### config.mk
export PLATFORM = sky130hd
export DESIGN_NAME = memory_port_arbiter_flat
export DESIGN_NICKNAME = d
export VERILOG_FILES = /design/src/rtl/memory_port_arbiter_if.sv /design/src/rtl/memory_port_arbiter.sv /design/src/flat_wrapper.sv
export SDC_FILE = /design/constraint.sdc
export NUM_CORES = 1
export LEC_CHECK = 0
export CAP_MARGIN = 25
export CORE_ASPECT_RATIO = 0.75
export CORE_UTILIZATION = 33
export CTS_CLUSTER_SIZE = 16
export DETAILED_ROUTE_END_ITERATION = 10
export DONT_BUFFER_PORTS = 1
export SLEW_MARGIN = 20
export SYNTH_ARGS = -nofsm -noshare
export SYNTH_HDL_FRONTEND = slang
export SYNTH_SLANG_ARGS = --single-unit
### constraint.sdc
create_clock -name clk_i -period 3.5 [get_ports clk_i]
set_input_delay 0.525 -clock clk_i [delete_from_list [all_inputs] [get_ports clk_i]]
set_output_delay 0.525 -clock clk_i [all_outputs]
set_load 0.01 [all_outputs]
### src/rtl/memory_port_arbiter_if.sv
`timescale 1ns/1ps
`default_nettype none
// ============================================================================
// Module   : memory_port_arbiter_if
// Brief    : Requester channels (ifetch, dload, dstore) and external bus.
// Revision : 1.0 - initial release
// ============================================================================
interface memory_port_arbiter_if;
    logic        ifetch_request_i;
    logic [31:0] ifetch_address_i;
    logic [31:0] ifetch_data_o;
    logic        ifetch_valid_o;
    logic        dload_request_i;
    logic [31:0] dload_address_i;
    logic [31:0] dload_data_o;
    logic        dload_valid_o;
    logic        dstore_request_i;
    logic [31:0] dstore_address_i;
    logic [31:0] dstore_data_i;
    logic [1:0]  dstore_width_i;
    logic        dstore_done_o;
    logic        bus_request_o;
    logic        bus_write_o;
    logic [31:0] bus_address_o;
    logic [31:0] bus_wdata_o;
    logic [1:0]  bus_width_o;
    logic [31:0] bus_rdata_i;
    logic        bus_valid_i;
    logic        bus_done_i;

    modport slave (
        input  ifetch_request_i, ifetch_address_i, dload_request_i, dload_address_i,
               dstore_request_i, dstore_address_i, dstore_data_i, dstore_width_i,
               bus_rdata_i, bus_valid_i, bus_done_i,
        output ifetch_data_o, ifetch_valid_o, dload_data_o, dload_valid_o, dstore_done_o,
               bus_request_o, bus_write_o, bus_address_o, bus_wdata_o, bus_width_o
    );

    modport master (
        output ifetch_request_i, ifetch_address_i, dload_request_i, dload_address_i,
               dstore_request_i, dstore_address_i, dstore_data_i, dstore_width_i,
               bus_rdata_i, bus_valid_i, bus_done_i,
        input  ifetch_data_o, ifetch_valid_o, dload_data_o, dload_valid_o, dstore_done_o,
               bus_request_o, bus_write_o, bus_address_o, bus_wdata_o, bus_width_o
    );
endinterface
`default_nettype wire

### src/rtl/memory_port_arbiter.sv
`timescale 1ns/1ps
`default_nettype none
// ============================================================================
// Module   : memory_port_arbiter
// Brief    : Three-master single-outstanding memory port arbiter with
//            starvation promotion for the two load channels.
// Revision : 1.0 - initial release
// ============================================================================
module memory_port_arbiter #(
    parameter int STARVE_LIMIT = 4
) (
    input wire                    clk_i,
    input wire                    rst_n_i,
    memory_port_arbiter_if.slave  port_if
);
    localparam int          CW       = $clog2(STARVE_LIMIT + 2);
    localparam logic [CW-1:0] C_LIMIT = CW'(STARVE_LIMIT);

    localparam logic [1:0] S_IDLE   = 2'd0;
    localparam logic [1:0] S_ISSUE  = 2'd1;
    localparam logic [1:0] S_WAIT   = 2'd2;

    localparam logic [1:0] G_NONE   = 2'd0;
    localparam logic [1:0] G_STORE  = 2'd1;
    localparam logic [1:0] G_DLOAD  = 2'd2;
    localparam logic [1:0] G_IFETCH = 2'd3;

    localparam logic [1:0] C_WORD   = 2'd2;

    logic [1:0]    r_state;
    logic [1:0]    w_state_next;
    logic [1:0]    r_grant;
    logic [1:0]    w_winner;
    logic [CW-1:0] r_ifetch_lost;
    logic [CW-1:0] r_dload_lost;
    logic          r_bus_write;
    logic [31:0]   r_bus_address;
    logic [31:0]   r_bus_wdata;
    logic [1:0]    r_bus_width;
    logic          w_busy;
    logic          w_resp;
    logic          w_ifetch_valid;
    logic          w_dload_valid;

    // Starved loads outrank the store; dload wins a tie between starved loads.
    always_comb begin
        if (port_if.dload_request_i && (r_dload_lost == C_LIMIT))
            w_winner = G_DLOAD;
        else if (port_if.ifetch_request_i && (r_ifetch_lost == C_LIMIT))
            w_winner = G_IFETCH;
        else if (port_if.dstore_request_i)
            w_winner = G_STORE;
        else if (port_if.dload_request_i)
            w_winner = G_DLOAD;
        else if (port_if.ifetch_request_i)
            w_winner = G_IFETCH;
        else
            w_winner = G_NONE;
    end

    always_comb begin
        w_busy = (r_state == S_ISSUE) || (r_state == S_WAIT);
        w_resp = w_busy &&
                 (((r_grant == G_STORE) && port_if.bus_done_i) ||
                  (((r_grant == G_DLOAD) || (r_grant == G_IFETCH)) && port_if.bus_valid_i));
    end

    always_ff @(posedge clk_i or negedge rst_n_i) begin
        if (!rst_n_i)
            r_state <= S_IDLE;
        else
            r_state <= w_state_next;
    end

    always_comb begin
        w_state_next = r_state;
        case (r_state)
            S_IDLE:  w_state_next = (w_winner != G_NONE) ? S_ISSUE : S_IDLE;
            S_ISSUE: w_state_next = w_resp ? S_IDLE : S_WAIT;
            S_WAIT:  w_state_next = w_resp ? S_IDLE : S_WAIT;
            default: w_state_next = S_IDLE;
        endcase
    end

    // Bus operands are captured only at arbitration, so requester changes
    // during a transaction cannot disturb it.
    always_ff @(posedge clk_i or negedge rst_n_i) begin
        if (!rst_n_i) begin
            r_grant       <= G_NONE;
            r_ifetch_lost <= '0;
            r_dload_lost  <= '0;
            r_bus_write   <= 1'b0;
            r_bus_address <= '0;
            r_bus_wdata   <= '0;
            r_bus_width   <= '0;
        end else if (r_state == S_IDLE) begin
            r_grant <= w_winner;
            if (w_winner != G_NONE) begin
                case (w_winner)
                    G_STORE: begin
                        r_bus_write   <= 1'b1;
                        r_bus_address <= port_if.dstore_address_i;
                        r_bus_wdata   <= port_if.dstore_data_i;
                        r_bus_width   <= port_if.dstore_width_i;
                    end
                    G_DLOAD: begin
                        r_bus_write   <= 1'b0;
                        r_bus_address <= port_if.dload_address_i;
                        r_bus_wdata   <= '0;
                        r_bus_width   <= C_WORD;
                    end
                    default: begin
                        r_bus_write   <= 1'b0;
                        r_bus_address <= port_if.ifetch_address_i;
                        r_bus_wdata   <= '0;
                        r_bus_width   <= C_WORD;
                    end
                endcase

                if (w_winner == G_IFETCH)
                    r_ifetch_lost <= '0;
                else if (port_if.ifetch_request_i && (r_ifetch_lost != C_LIMIT))
                    r_ifetch_lost <= r_ifetch_lost + CW'(1);

                if (w_winner == G_DLOAD)
                    r_dload_lost <= '0;
                else if (port_if.dload_request_i && (r_dload_lost != C_LIMIT))
                    r_dload_lost <= r_dload_lost + CW'(1);
            end
        end else if (w_resp) begin
            r_grant <= G_NONE;
        end
    end

    always_comb begin
        w_ifetch_valid         = w_resp && (r_grant == G_IFETCH);
        w_dload_valid          = w_resp && (r_grant == G_DLOAD);
        port_if.ifetch_valid_o = w_ifetch_valid;
        port_if.dload_valid_o  = w_dload_valid;
        port_if.dstore_done_o  = w_resp && (r_grant == G_STORE);
        port_if.ifetch_data_o  = w_ifetch_valid ? port_if.bus_rdata_i : 32'd0;
        port_if.dload_data_o   = w_dload_valid  ? port_if.bus_rdata_i : 32'd0;
        port_if.bus_request_o  = (r_state == S_ISSUE);
        port_if.bus_write_o    = r_bus_write;
        port_if.bus_address_o  = r_bus_address;
        port_if.bus_wdata_o    = r_bus_wdata;
        port_if.bus_width_o    = r_bus_width;
    end
endmodule
`default_nettype wire

### src/flat_wrapper.sv
// flat-port wrapper written by rule: the top's interface ports become plain ports
module memory_port_arbiter_flat 
#(
    parameter int STARVE_LIMIT = 4
)
  (clk_i, rst_n_i, port_if_ifetch_request_i, port_if_ifetch_address_i, port_if_dload_request_i, port_if_dload_address_i, port_if_dstore_request_i, port_if_dstore_address_i, port_if_dstore_data_i, port_if_dstore_width_i, port_if_bus_rdata_i, port_if_bus_valid_i, port_if_bus_done_i, port_if_ifetch_data_o, port_if_ifetch_valid_o, port_if_dload_data_o, port_if_dload_valid_o, port_if_dstore_done_o, port_if_bus_request_o, port_if_bus_write_o, port_if_bus_address_o, port_if_bus_wdata_o, port_if_bus_width_o);
  memory_port_arbiter_if port_if_i ();
  input wire clk_i;
  input wire rst_n_i;
  input wire logic [$bits(port_if_i.ifetch_request_i)-1:0] port_if_ifetch_request_i;
  input wire logic [$bits(port_if_i.ifetch_address_i)-1:0] port_if_ifetch_address_i;
  input wire logic [$bits(port_if_i.dload_request_i)-1:0] port_if_dload_request_i;
  input wire logic [$bits(port_if_i.dload_address_i)-1:0] port_if_dload_address_i;
  input wire logic [$bits(port_if_i.dstore_request_i)-1:0] port_if_dstore_request_i;
  input wire logic [$bits(port_if_i.dstore_address_i)-1:0] port_if_dstore_address_i;
  input wire logic [$bits(port_if_i.dstore_data_i)-1:0] port_if_dstore_data_i;
  input wire logic [$bits(port_if_i.dstore_width_i)-1:0] port_if_dstore_width_i;
  input wire logic [$bits(port_if_i.bus_rdata_i)-1:0] port_if_bus_rdata_i;
  input wire logic [$bits(port_if_i.bus_valid_i)-1:0] port_if_bus_valid_i;
  input wire logic [$bits(port_if_i.bus_done_i)-1:0] port_if_bus_done_i;
  output wire logic [$bits(port_if_i.ifetch_data_o)-1:0] port_if_ifetch_data_o;
  output wire logic [$bits(port_if_i.ifetch_valid_o)-1:0] port_if_ifetch_valid_o;
  output wire logic [$bits(port_if_i.dload_data_o)-1:0] port_if_dload_data_o;
  output wire logic [$bits(port_if_i.dload_valid_o)-1:0] port_if_dload_valid_o;
  output wire logic [$bits(port_if_i.dstore_done_o)-1:0] port_if_dstore_done_o;
  output wire logic [$bits(port_if_i.bus_request_o)-1:0] port_if_bus_request_o;
  output wire logic [$bits(port_if_i.bus_write_o)-1:0] port_if_bus_write_o;
  output wire logic [$bits(port_if_i.bus_address_o)-1:0] port_if_bus_address_o;
  output wire logic [$bits(port_if_i.bus_wdata_o)-1:0] port_if_bus_wdata_o;
  output wire logic [$bits(port_if_i.bus_width_o)-1:0] port_if_bus_width_o;
  assign port_if_i.ifetch_request_i = port_if_ifetch_request_i;
  assign port_if_i.ifetch_address_i = port_if_ifetch_address_i;
  assign port_if_i.dload_request_i = port_if_dload_request_i;
  assign port_if_i.dload_address_i = port_if_dload_address_i;
  assign port_if_i.dstore_request_i = port_if_dstore_request_i;
  assign port_if_i.dstore_address_i = port_if_dstore_address_i;
  assign port_if_i.dstore_data_i = port_if_dstore_data_i;
  assign port_if_i.dstore_width_i = port_if_dstore_width_i;
  assign port_if_i.bus_rdata_i = port_if_bus_rdata_i;
  assign port_if_i.bus_valid_i = port_if_bus_valid_i;
  assign port_if_i.bus_done_i = port_if_bus_done_i;
  assign port_if_ifetch_data_o = port_if_i.ifetch_data_o;
  assign port_if_ifetch_valid_o = port_if_i.ifetch_valid_o;
  assign port_if_dload_data_o = port_if_i.dload_data_o;
  assign port_if_dload_valid_o = port_if_i.dload_valid_o;
  assign port_if_dstore_done_o = port_if_i.dstore_done_o;
  assign port_if_bus_request_o = port_if_i.bus_request_o;
  assign port_if_bus_write_o = port_if_i.bus_write_o;
  assign port_if_bus_address_o = port_if_i.bus_address_o;
  assign port_if_bus_wdata_o = port_if_i.bus_wdata_o;
  assign port_if_bus_width_o = port_if_i.bus_width_o;
  memory_port_arbiter #(.STARVE_LIMIT(STARVE_LIMIT)) u_core (.clk_i(clk_i), .rst_n_i(rst_n_i), .port_if(port_if_i));
endmodule
==> metrics.txt, run 1 <==
path type of the worst min-delay path=in -> async; num ports=304; initial antenna violation count=0; Post-Synthesis Cell Area=0.00429 mm^2; slowest stage delay, CP=0.74 ns; layout cell share with drive strength beyond 1=6.38%; total number of yosys warnings=0; pin slew with the least headroom to its limit=0.970 ns; clock net sink count=77; row cnt=35; latest clock arrival within the worst-skew pair=0.33 ns; worst setup path startpoint=u_core.r_state[0]$_DFF_PN0_; outcome=finished clean; maximum clock path buffer count=2; ratio of routed vias to standard cells=5.48; number of buffers and inverters on the critical path=1; power per standard cell area=432 mW/mm^2; Total Negative Setup Slacks=0 ns; Area Growth Syn to Fin=7.56%; top flip-flop cell by instance count after synthesis=dfrtp_1; critical path data required time=2.97 ns; clock buffer count from CTS=9; # Max-Cap Violations=0; share of flip-flops with an asynchronous set or reset=100%; # nets final=646; Slew headroom=35.3%; final hold violation count=0; routed via count=3,488; Data arrival, critical path=2.22 ns; first-pass GRT wire length=17,200 um; maximum clock frequency=0.364 GHz; most common library cell in the layout ignoring fill and taps=nand2_1; ordered list of cells on the worst path=inv_1 -> ha_1 -> nand2_1 -> nor2_2 -> and2_1; IR drop worst, VDD=0.202 mV; final cell utilization of the core=36.9%; synthesized area per cell=8.75 um^2; vias in the first global route=3,277; H-tree levels=3; Clock Skews=0.00594 ns; setup repair after global routing missed its margin=no; Port Buffer Count=0; diode count=0; routed wire length=11,400 um; startpoint of the lowest-slack register-to-register path=u_core.r_ifetch_lost[0]$_DFFE_PN0P_; post-route total power=1990 uW; Worst path top cell family by delay=simple AND/OR/NAND/NOR gates; critical path's slowest cell=nor2_2; post-synthesis sequential area ratio=45.0%; final routed wire length divided by cell count=18.0 um; DR pass1 iterations=4; post-synth cell types=37; DR iter-0 viols=272; Starting Density=34.3%; TritonCTS clock tree=yes; Syn Nets=670; Worst Setup Slack post-DPL=0.663 ns; floorplan core area=0.0125 mm^2; master cell of the clock root buffer=clkbuf_16; cells resized by post-CTS repair=0; LEAKAGE=0.00214 uW; part of the cycle the worst path needs=78.5%; setup slack of the critical path after layout=0.751 ns; max-slew violation total from the final report=0; Die Span X=134 um; critical path class=reg -> out; HPWL reported at the end of detailed placement=8370 um; maximum number of pins on one net before global-route repair=78; highest net fanout along the worst path=33; number of flops mapped to enable cells by yosys=0; DRC Markers=0; CP Launch Type=register; hold_ws=0.0791 ns; cell count after synthesis=490; category of the worst setup path capture point=output pin; GRT Resource Usage Total=16.5%; die height=101 um; count of final setup violators=0; ANT nets after route=0; DIE AREA=0.0135 mm^2; leading cell types in the layout, fill and taps excluded=nand2_1, dfrtp_1, and2_1; time the worst path needs with I/O delays and setup=2.75 ns; #FFs+latches synth=77; total congestion overflow after global routing=0; GPL Wtd Cong=0.757; clk slew on worst S/H paths=0.06 ns
Yosys cell counts (2+ instances only):
cell | instances | area share [%]
nand2_1 | 115 | 10
dfrtp_1 | 77 | 45
and2_1 | 65 | 9.5
o21ai_1 | 64 | 7.5
nand3_1 | 33 | 3.9
a221oi_1 | 32 | 6.5
inv_1 | 14 | 1.2
buf_2 | 12 | 1.4
buf_6 | 11 | 2.9
ha_1 | 11 | 3.2
clkbuf_1 | 9 | 0.79
a21oi_1 | 6 | 0.70
clkbuf_2 | 5 | 0.58
buf_4 | 4 | 0.70
o21ai_0 | 4 | 0.47
a31oi_1 | 3 | 0.44
nand2b_1 | 2 | 0.29
nand3b_1 | 2 | 0.35
nor2b_1 | 2 | 0.29
o311ai_2 | 2 | 0.76
power breakdown:
group | leakage (uW) | switching [uW] | total, uW | internal (uW)
logic | 0.000923 | 106 | 161 | 54.9
registers | 0.00107 | 0 | 890 | 890
clock network | 0.000145 | 368 | 938 | 570
total | 0.00214 | 474 | 1990 | 1520
stage by stage:
stage | cell area [um^2] | cells
floorplan | 4290 | 490
global placement | 4250 | 618
detailed placement | 4270 | 619
CTS | 4590 | 635
global route | 4610 | 636
finish | 4610 | 636
layout make-up:
cell class,count,area [um^2]
clock buffers,10,239
clock inverters,5,60.1
fillers,1266,7870
inverters,15,63.8
multi-input cells,357,2030
flip-flops and latches,77,1930
well taps,166,208
repair buffers,6,85.1
routing by layer:
layer	routed length [um]	track usage, %	vias up
li1	-	-	1624
met4	152	5.42	0
met3	844	5.18	13
met5	0	0	-
met2	6100	30.6	182
met1	4320	18.1	1669
logic make-up after synthesis:
kind of cell	count (synthesis)	synth area share, %
AND/OR/NAND/NOR	225	25.5
AO/OA/AOI/OAI	121	18.4
flip-flops	77	45.0
buffers and inverters	56	7.85
adder cells (fa/ha/maj)	11	3.21
timing repair:
item	4_1_cts	5_1_grt
hold buffers	1	0
setup endpoints to repair	0	0
endpoints found under the hold margin	77	0
setup buffers	0	0
path summary, 6_finish.rpt:
path                                                           endpoint  slack, ns  cells after the start
max                                            port_if_ifetch_data_o[8]       0.75                      5
max reg2reg                 u_core.port_if.bus_address_o[5]$_DFFE_PN0P_       0.93                     11
min in group clk_i            u_core.port_if.bus_wdata_o[0]$_DFFE_PN0P_       0.34                      2
min                        u_core.port_if.bus_address_o[23]$_DFFE_PN0P_       0.08                      1
min reg2reg                          u_core.r_dload_lost[1]$_DFFE_PN0P_       0.52                      2
max in group asynchronous    u_core.port_if.bus_wdata_o[15]$_DFFE_PN0P_       3.08                      1
sequential cells by signal, indices dropped and copies added (netlist names):
signal and count:
u_core.port_if.bus_write_o 1, u_core.r_ifetch_lost 3, u_core.port_if.bus_address_o 32, u_core.r_grant 2, u_core.port_if.bus_width_o 2, u_core.r_state 2, u_core.r_dload_lost 3, u_core.port_if.bus_wdata_o 32
Note: power is estimated with default switching activity, not from simulation.
==> inputs of run 2 (changes only) <==
Clock period 3.5 ns to 2.9 ns, I/O delays scaled along.
==> run 2 against run 1 <==
Compared with the run above: the flow now finishes with violations (hold timing); core utilization increased by 0.060 points; combinational power rose by 16%; cell count rose by 0.47%; routed wire length down 3.6%; first-iteration DRC count down 18%; sequential power grew 20%; register-to-register slack worse by 0.62 ns; die area unchanged; critical endpoint is now port_if_dload_data_o[7]; largest power group unchanged.
==> metrics.txt, run 2 (same netlist as run 1, synthesis figures left out) <==
category of the worst setup path capture point=output pin; TritonCTS clock tree=yes; GRT busiest layer=met2; clk slew on worst S/H paths=0.06 ns; max-slew violation total from the final report=0; IR drop worst, VDD=0.225 mV; H-tree levels=3; routing usage on met1=17.2%; floorplan core area=0.0125 mm^2; CP Launch Type=register; DRC Markers=0; post-CTS setup buffer count=0; power per standard cell area=515 mW/mm^2; diode count=0; vias in the first global route=3,224; maximum number of pins on one net before global-route repair=78; outcome=finished with violations; Die Span X=134 um; total congestion overflow after global routing=0; num ports=304; setup repair after global routing missed its margin=no; critical path class=reg -> out; GRT Resource Usage Total=15.8%; Reg2Reg Depth=9; GRT met2 Usage=29.0%; layout cell share with drive strength beyond 1=6.77%; time the worst path needs with I/O delays and setup=2.62 ns; ratio of routed vias to standard cells=5.44; Total Negative Setup Slacks=0 ns; critical path data required time=2.47 ns; violations in the final reports=hold timing; clock net sink count=77; row cnt=35; Starting Density=34.3%; # nets final=648; DR iter-0 viols=224; part of the cycle the worst path needs=90.4%; LEAKAGE=0.00215 uW; routed wire length=11,000 um; clock buffer count from CTS=9; Data arrival, critical path=2.19 ns; reg-to-reg setup timing slack=0.31 ns; master cell of the clock root buffer=clkbuf_16; path type of the worst min-delay path=in -> async; cells resized by post-CTS repair=0; hold_ws=-0.00161 ns; maximum clock frequency=0.381 GHz; final hold violation count=7; DIE AREA=0.0135 mm^2; count of final setup violators=0; pin slew with the least headroom to its limit=0.836 ns; Slew headroom=44.2%; DR pass1 iterations=5; ANT nets after route=0; # Max-Cap Violations=0; GPL Wtd Cong=0.780; met3 track utilization from global routing=5.83%; first-pass GRT wire length=16,500 um; Port Buffer Count=0; filler cell count=1,249; HPWL reported at the end of detailed placement=8100 um; maximum clock path buffer count=2; most common library cell in the layout ignoring fill and taps=nand2_1; final routed wire length divided by cell count=17.2 um; Area Growth Syn to Fin=7.74%; Clock Skews=0.00985 ns; initial antenna violation count=0; highest net fanout along the worst path=33; leading cell types in the layout, fill and taps excluded=nand2_1, dfrtp_1, and2_1; routed via count=3,479; die height=101 um; latest clock arrival within the worst-skew pair=0.33 ns
-- run 2: cell types whose count changed in the layout (fill, tap and decap cells not counted), sizes merged --
cell      before  now
buf            6    8
clkinv         2    3
inv           16   17
clkinvlp       1    0
-- run 2: layout make-up --
class                      count  area, um^2  area share [%]
multi-input combinational    357        2030            43.9
sequential                    77        1930            41.7
clock inverter                 6        70.1            1.52
inverter                      15        63.8            1.38
timing repair buffer           8        92.6            2.01
clock buffer                  10         229            4.96
tap                          166         208            4.50
-- run 2: per-stage QoR --
stage	setup WS, ns	instance area [um^2]	power (uW)	instances	util (%)
2_1_floorplan	0.841	4290	1230	490	-
3_3_place_gp	0.472	4290	1250	622	34.4
3_5_place_dp	0.333	4290	1260	622	34.4
4_1_cts	0.235	4620	2410	639	37.0
5_1_grt	0.0523	4620	2490	639	37.0
6_report	0.278	4620	2380	639	37.0
-- run 2: final timing paths --
check | to | start
setup / recovery | port_if_dload_data_o[7] | u_core.r_state[0]$_DFF_PN0_
min in group clk_i | u_core.port_if.bus_wdata_o[31]$_DFFE_PN0P_ | port_if_dstore_data_i[31]
setup reg to reg | u_core.port_if.bus_wdata_o[22]$_DFFE_PN0P_ | u_core.r_ifetch_lost[0]$_DFFE_PN0P_
hold reg to reg | u_core.r_dload_lost[0]$_DFFE_PN0P_ | u_core.r_dload_lost[0]$_DFFE_PN0P_
hold / removal | u_core.port_if.bus_address_o[18]$_DFFE_PN0P_ | rst_n_i
max in group asynchronous | u_core.port_if.bus_wdata_o[22]$_DFFE_PN0P_ | rst_n_i
-- run 2: timing repair --
action / in CTS / in global routing
endpoints found under the setup margin: 0 / 0
hold endpoints to repair: 77 / 0
hold buffers: 1 / 0
-- run 2: routing by layer --
| layer | share of wire, % | routed length, um | vias to the layer above |
|---|---|---|---|
| met5 | 0 | 0 | - |
| met4 | 0.85 | 94 | 0 |
| met3 | 7.8 | 853 | 9 |
| met2 | 53 | 5850 | 183 |
| met1 | 38 | 4210 | 1661 |
| li1 | - | - | 1626 |
-- run 2: report_power, final --
part	switching (uW)	leakage [uW]	internal [uW]
sequential	0	0.00107	1070
clock	445	0.000147	674
combinational	127	0.000934	59.2
total	572	0.00215	1810
-- run 2: critical path, cell delays in order (launching register included) --
cell     delay, ns
dfrtp_1       0.38
inv_1         0.06
ha_1          0.32
inv_1         0.09
nor3_4        0.68
and2_1        0.33
